[src/rtl/mem_access_ctrl_pkg.sv]
// Shared memory-op definitions: op control encodings, bus size codes and FSM states.
// Used by ALU decode and by the MEM-stage data-bus controller.
package mem_access_ctrl_pkg;

  localparam logic [5:0] MEMOP_LB  = 6'h01;
  localparam logic [5:0] MEMOP_LBU = 6'h02;
  localparam logic [5:0] MEMOP_LH  = 6'h04;
  localparam logic [5:0] MEMOP_LHU = 6'h08;
  localparam logic [5:0] MEMOP_LW  = 6'h10;
  localparam logic [5:0] MEMOP_SB  = 6'h21;
  localparam logic [5:0] MEMOP_SH  = 6'h24;
  localparam logic [5:0] MEMOP_SW  = 6'h30;

  localparam logic [1:0] SIZE_BYTE = 2'd0;
  localparam logic [1:0] SIZE_HALF = 2'd1;
  localparam logic [1:0] SIZE_WORD = 2'd2;

  typedef enum logic [1:0] {
    ST_IDLE,
    ST_REQ,
    ST_WAIT,
    ST_DONE
  } state_t;

  function automatic logic op_is_store(input logic [5:0] op);
    return (op == MEMOP_SB) || (op == MEMOP_SH) || (op == MEMOP_SW);
  endfunction

endpackage

[src/rtl/mem_access_ctrl_fmt.sv]
// Combinational data formatting: store lane replication/strobes, alignment check,
// and load lane extraction with sign/zero extension.
module mem_data_fmt
  import mem_access_ctrl_pkg::*;
(
  input  logic [5:0]  st_op,
  input  logic [1:0]  st_off,
  input  logic [31:0] st_data,
  input  logic [5:0]  ld_op,
  input  logic [1:0]  ld_off,
  input  logic [31:0] ld_data,
  output logic [31:0] wdata,
  output logic [3:0]  wstrb,
  output logic [1:0]  size,
  output logic        misaligned,
  output logic [31:0] ld_result
);

  logic [7:0]  ld_byte;
  logic [15:0] ld_half;

  always_comb begin
    size       = SIZE_WORD;
    wdata      = st_data;
    wstrb      = 4'b1111;
    misaligned = |st_off;
    case (st_op)
      MEMOP_LB, MEMOP_LBU, MEMOP_SB: begin
        size       = SIZE_BYTE;
        wdata      = {4{st_data[7:0]}};
        wstrb      = 4'b0001 << st_off;
        misaligned = 1'b0;
      end
      MEMOP_LH, MEMOP_LHU, MEMOP_SH: begin
        size       = SIZE_HALF;
        wdata      = {2{st_data[15:0]}};
        wstrb      = st_off[1] ? 4'b1100 : 4'b0011;
        misaligned = st_off[0];
      end
      default: ;
    endcase
    if (!op_is_store(st_op)) wstrb = 4'b0000;
  end

  always_comb begin
    ld_byte   = ld_data[{ld_off, 3'b000} +: 8];
    ld_half   = ld_off[1] ? ld_data[31:16] : ld_data[15:0];
    ld_result = ld_data;
    case (ld_op)
      MEMOP_LB:  ld_result = {{24{ld_byte[7]}}, ld_byte};
      MEMOP_LBU: ld_result = {24'h000000, ld_byte};
      MEMOP_LH:  ld_result = {{16{ld_half[15]}}, ld_half};
      MEMOP_LHU: ld_result = {16'h0000, ld_half};
      default: ;
    endcase
  end

endmodule

[src/rtl/mem_access_ctrl.sv]
// MEM-stage data-bus controller: issues one load/store at a time, stalls the pipe
// while it is outstanding, and handles flush/cancel of in-flight accesses.
module mem_access_ctrl
  import mem_access_ctrl_pkg::*;
#(
  parameter int ADDR_W = 32
) (
  input  logic              clk,
  input  logic              resetn,
  input  logic              memen,
  input  logic [5:0]        memop,
  input  logic [ADDR_W-1:0] addr,
  input  logic [31:0]       writedata,
  input  logic              pipe_stall,
  input  logic              flush,
  output logic              stall_mem,
  output logic [31:0]       readdata,
  output logic              adel,
  output logic              ades,
  output logic              data_req,
  output logic              data_wr,
  output logic [1:0]        data_size,
  output logic [ADDR_W-1:0] data_addr,
  output logic [31:0]       data_wdata,
  output logic [3:0]        data_wstrb,
  input  logic              data_addr_ok,
  input  logic              data_data_ok,
  input  logic [31:0]       data_rdata
);

  state_t      state, state_next;
  logic        cancel, set_cancel, clr_cancel;
  logic        capture, load_rd;
  logic [5:0]  op_q;
  logic [31:0] fmt_wdata, fmt_ld;
  logic [3:0]  fmt_wstrb;
  logic [1:0]  fmt_size;
  logic        fmt_mis;

  mem_data_fmt u_fmt (
    .st_op      (memop),
    .st_off     (addr[1:0]),
    .st_data    (writedata),
    .ld_op      (op_q),
    .ld_off     (data_addr[1:0]),
    .ld_data    (data_rdata),
    .wdata      (fmt_wdata),
    .wstrb      (fmt_wstrb),
    .size       (fmt_size),
    .misaligned (fmt_mis),
    .ld_result  (fmt_ld)
  );

  always_ff @(posedge clk or negedge resetn) begin
    if (!resetn) begin
      state      <= ST_IDLE;
      cancel     <= 1'b0;
      readdata   <= '0;
      op_q       <= '0;
      data_addr  <= '0;
      data_wr    <= 1'b0;
      data_size  <= '0;
      data_wdata <= '0;
      data_wstrb <= '0;
    end else begin
      state <= state_next;
      if (clr_cancel)      cancel <= 1'b0;
      else if (set_cancel) cancel <= 1'b1;
      if (load_rd) readdata <= fmt_ld;
      if (capture) begin
        op_q       <= memop;
        data_addr  <= addr;
        data_wr    <= op_is_store(memop);
        data_size  <= fmt_size;
        data_wdata <= fmt_wdata;
        data_wstrb <= fmt_wstrb;
      end
    end
  end

  // A flush that coincides with data_ok still cancels the writeback.
  always_comb begin
    state_next = state;
    stall_mem  = 1'b0;
    data_req   = 1'b0;
    adel       = 1'b0;
    ades       = 1'b0;
    capture    = 1'b0;
    load_rd    = 1'b0;
    set_cancel = 1'b0;
    clr_cancel = 1'b0;
    case (state)
      ST_IDLE: begin
        if (memen) begin
          if (fmt_mis) begin
            adel = !op_is_store(memop);
            ades = op_is_store(memop);
          end else if (!flush) begin
            state_next = ST_REQ;
            capture    = 1'b1;
            stall_mem  = 1'b1;
          end
        end
      end
      ST_REQ: begin
        stall_mem = 1'b1;
        data_req  = 1'b1;
        if (data_addr_ok) begin
          state_next = ST_WAIT;
          set_cancel = flush;
        end else if (flush) begin
          state_next = ST_IDLE;
        end
      end
      ST_WAIT: begin
        stall_mem = 1'b1;
        if (data_data_ok) begin
          clr_cancel = 1'b1;
          if (cancel || flush) begin
            state_next = ST_IDLE;
          end else begin
            state_next = ST_DONE;
            load_rd    = !data_wr;
          end
        end else if (flush) begin
          set_cancel = 1'b1;
        end
      end
      ST_DONE: begin
        if (flush || !pipe_stall) state_next = ST_IDLE;
      end
      default: state_next = ST_IDLE;
    endcase
  end

endmodule

[config.mk]
export PLATFORM = sky130hd
export DESIGN_NAME = mem_access_ctrl
export DESIGN_NICKNAME = d
export VERILOG_FILES = /design/src/rtl/mem_access_ctrl_pkg.sv /design/src/rtl/mem_access_ctrl_fmt.sv /design/src/rtl/mem_access_ctrl.sv
export SDC_FILE = /design/constraint.sdc
export NUM_CORES = 1
export LEC_CHECK = 0
export ABC_AREA = 1
export ABC_CLOCK_PERIOD_IN_PS = 1950
export CAP_MARGIN = 20
export CORE_ASPECT_RATIO = 0.9
export CORE_MARGIN = 4
export CORE_UTILIZATION = 45
export CTS_CLUSTER_SIZE = 20
export DETAILED_ROUTE_END_ITERATION = 10
export GPL_TIMING_DRIVEN = 1
export PLACE_DENSITY_LB_ADDON = 0.08
export SYNTH_ARGS = -nofsm -noshare
export SYNTH_HDL_FRONTEND = slang
export SYNTH_SLANG_ARGS = --single-unit
[constraint.sdc]
create_clock -name clk -period 1.95 [get_ports clk]
set_clock_uncertainty 0.1 [all_clocks]
set_input_delay 0.195 -clock clk [delete_from_list [all_inputs] [get_ports clk]]
set_output_delay 0.195 -clock clk [all_outputs]
set_load 0.01 [all_outputs]
==> impl_metrics.csv <==
group,metric,value,unit
floorplan,fp.dieW,129.3,um
power,pwr-share-seq,33.8,%
global_routing,antenna_found_initial,0,
timing,rsz0062_at_grt,"yes",
detailed_routing,dr.pass1.iters,5,
setup_path,worstSetupStartpointType,"register",
floorplan,dieHeight,117.2,um
timing,hold_violations,0,
setup_path,reg2reg_to,"readdata[8]$_DFFE_PN0P_",
timing,tightest_slew,0.4788,ns
clock_network,htreeDepth,3,
setup_path,r2r_start,"op_q[3]$_DFFE_PN0P_",
timing,finalWorstPathRequiredPeriod,1.884,ns
clock_network,clkSinkCount,112,
worst_hold_path,hp-start,"memop[3]",
detailed_routing,drtAntennaViolNets,0,
detailed_routing,drt-wirelength-per-cell,14.54,um
synth,seq_area_frac_synth,47.01,%
synth,yosysWarnings,0,
power,p_total,11.92,mW
setup_path,cp-end-kind,"output port",
clock_network,clk_latency,0.35,ns
placement,place_hpwl,13.41,mm
power,internal-power,7.423,mW
power,power_leakage,4.633,nW
synth,ys_types,28,
detailed_routing,drc,0,
placement,placed_area,0.008513,mm^2
global_routing,grt_pass1_vias,5745,
global_routing,grt_usage,23.91,%
synth,syn-instance-count,842,
timing,fmax,530.8,MHz
power,p_clk_share,15.7,%
setup_path,startpoint,"state[1]$_DFFE_PN0P_",
cells_and_area,n_fill_cell,1119,
floorplan,core-area,0.01283,mm^2
detailed_routing,dr_total_vias,6129,
cells_and_area,fin_area,0.008892,mm^2
setup_path,critPathKind,"reg2out",
synth,synth_area,0.005962,mm^2
power,power_frac_comb,50.5,%
power,vdd_drop_max,0.0007624,V
clock_network,path_clk_slew,0.07,ns
cells_and_area,instances_no_fill,1252,
timing,period_share,96.62,%
setup_path,rr_worst_depth,8,
floorplan,die_area,0.01516,mm^2
cells_and_area,area_growth,49.15,%
cells_and_area,n_antenna_cell,0,
global_routing,grt_pass1_wl,28.50,mm
power,sw_frac_of_total,37.75,%
timing,tns,0,ns
detailed_routing,viasPerCell,4.895,
outcome,status,"finished clean",
synth,synth.net_count,957,
power,power.switching,4.501,mW
cells_and_area,fin_nets,1198,
timing,setup_viol,0,
floorplan,initial_utilization,46.46,%
clock_network,cts_tree,"yes",
synth,yosys.area.top_type,"dfrtp_1",
placement,place_inst,1233,
synth,synth_area_leaders,"dfrtp_1, nand2_1, nand3_1",
power,power_density,1341,mW/mm^2
timing,slew_headroom,68.01,%
timing,drv_slew,0,
setup_path,worstPathMaxFanout,4,
global_routing,grt_max_degree,74,
setup_path,cp.required,1.65,ns
setup_path,rrSetupSlack,0.15,ns
placement,routabilityCongestion,0.8992,
worst_hold_path,hold_path_depth,4,
synth,avgSynthCellArea,7.081,um^2
detailed_routing,initialDrtViolationCount,441,
clock_network,clockRootBuffer,"clkbuf_16",
worst_hold_path,hp-class,"in2reg",
clock_network,cts_made_buffers,9,
detailed_routing,wl,18.21,mm
timing,whs,0.1824,ns
setup_path,crit_arrival,1.59,ns
placement,io_buffers,215,
flow_run,drv_cap,0,
synth,synth_top_area_share,47.01,%
cells_and_area,layout-drive-gt1-share,9.099,%
synth,synth-seq-cells,112,
clock_network,ctsLongestPathBuffers,2,
global_routing,grt_overflow,0,
worst_hold_path,whs_endpoint,"op_q[3]$_DFFE_PN0P_",
floorplan,io_pins,216,
floorplan,fp-row-count,39,
timing repair:
action	4_1_cts	5_1_grt
endpoints found under the hold margin	31	0
resized for setup	14	20
cloned	0	1
hold buffers	1	0
setup buffers	0	1
pin swaps	3	3
setup endpoints to repair	3	28
Yosys cell counts:
cell type,n
nor2_2,4
a31oi_1,1
clkbuf_1,8
or2_2,2
clkinv_1,1
nand2_1,409
buf_4,4
o21ai_1,11
a21oi_1,17
nor3b_1,1
buf_6,8
buf_2,15
inv_2,3
inv_1,65
dfrtp_1,112
nand2_4,1
ha_1,6
o21ai_0,46
o211ai_1,6
a21boi_4,1
buf_1,1
nand3_2,3
nand3_1,58
nand2_2,5
nor3_1,1
a211oi_1,1
nor2_1,50
nand4_1,2
layout make-up:
type	instances	area (um^2)	area share [%]
Clock buffer	12	236.5	2.659
Clock inverter	4	53.80	0.6050
Inverter	69	262.8	2.955
Multi-Input combinational cell	625	2728	30.67
Sequential cell	112	2804	31.53
Tap cell	164	205.2	2.308
Timing Repair Buffer	265	2595	29.18
Timing Repair inverter	1	7.507	0.08442
worst max-delay path by stage:
stage / endpoint / slack [ns] / cells after the start
2_1_floorplan: stall_mem / 0.21 / 8
3_3_place_gp: ades / -0.35 / 8
3_5_place_dp: adel / -0.35 / 8
4_1_cts: stall_mem / -0.01 / 7
5_1_grt: stall_mem / -0.06 / 9
6_report: stall_mem / 0.07 / 7
stage by stage:
stage	setup WS (ns)	utilization (%)
floorplan	0.2122	-
global placement	-0.3508	66.34
finish	0.06599	69.29
CTS	-0.01075	68.76
detailed placement	-0.3546	66.34
global route	-0.06208	69.29
registers in the layout, summed over array words and instances (netlist names):
register,cells
cancel,1
data_wdata,32
data_size,2
state,2
data_addr,32
data_wr,1
op_q,6
readdata,32
data_wstrb,4
cells by family (layout without fill, tap and decap cells):
group,after synthesis,in the layout,share of synthesized area [%]
adders and majority gates,6,6,1.259
buffers and inverters,105,351,8.185
and+or+nand+nor,536,536,36.03
AOI/OAI and AO/OA,83,83,7.513
DFF,112,112,47.01
worst max-delay path, cell delays in order, from the launching register on:
cell	delay (ns)
dfrtp_1	0.39
inv_2	0.08
ha_4	0.15
inv_1	0.05
nor2_2	0.14
nand2_2	0.07
a21oi_1	0.12
clkdlybuf4s15_2	0.24
cells in the final DEF (no fill, tap or decap), types with 2 or more instances in the layout:
cell type / instances
a21oi_1: 16
buf_12: 5
buf_4: 45
clkbuf_1: 3
clkbuf_16: 9
clkdlybuf4s15_2: 2
clkdlybuf4s50_1: 205
clkinvlp_4: 3
dfrtp_1: 111
dlygate4sd2_1: 2
dlymetal6s2s_1: 4
ha_1: 5
inv_1: 62
inv_2: 6
nand2_1: 408
nand2_2: 3
nand2_4: 4
nand3_1: 56
nand3_2: 5
nand4_1: 2
nor2_1: 47
nor2_2: 6
o211ai_1: 6
o21ai_0: 46
o21ai_1: 11
or2_2: 2
power groups by stage:
stage / Clock (mW) / Sequential [mW] / Combinational [mW]
after floorplan: 0 / 4.41 / 2.39
after global placement: 0 / 4.03 / 5.86
after detailed placement: 0 / 4.04 / 5.96
after CTS: 1.92 / 4.02 / 6.00
after global routing: 2.02 / 4.17 / 6.67
final: 1.87 / 4.03 / 6.03
routing by layer:
metal	vias up	GRT usage (%)	wire length, um
li1	3081	-	-
met1	2781	30.90	7620
met2	236	39.12	8511
met3	31	8.167	1755
met4	0	5.738	323
met5	-	0	0
No activity file was read; power rests on OpenSTA's default activity.
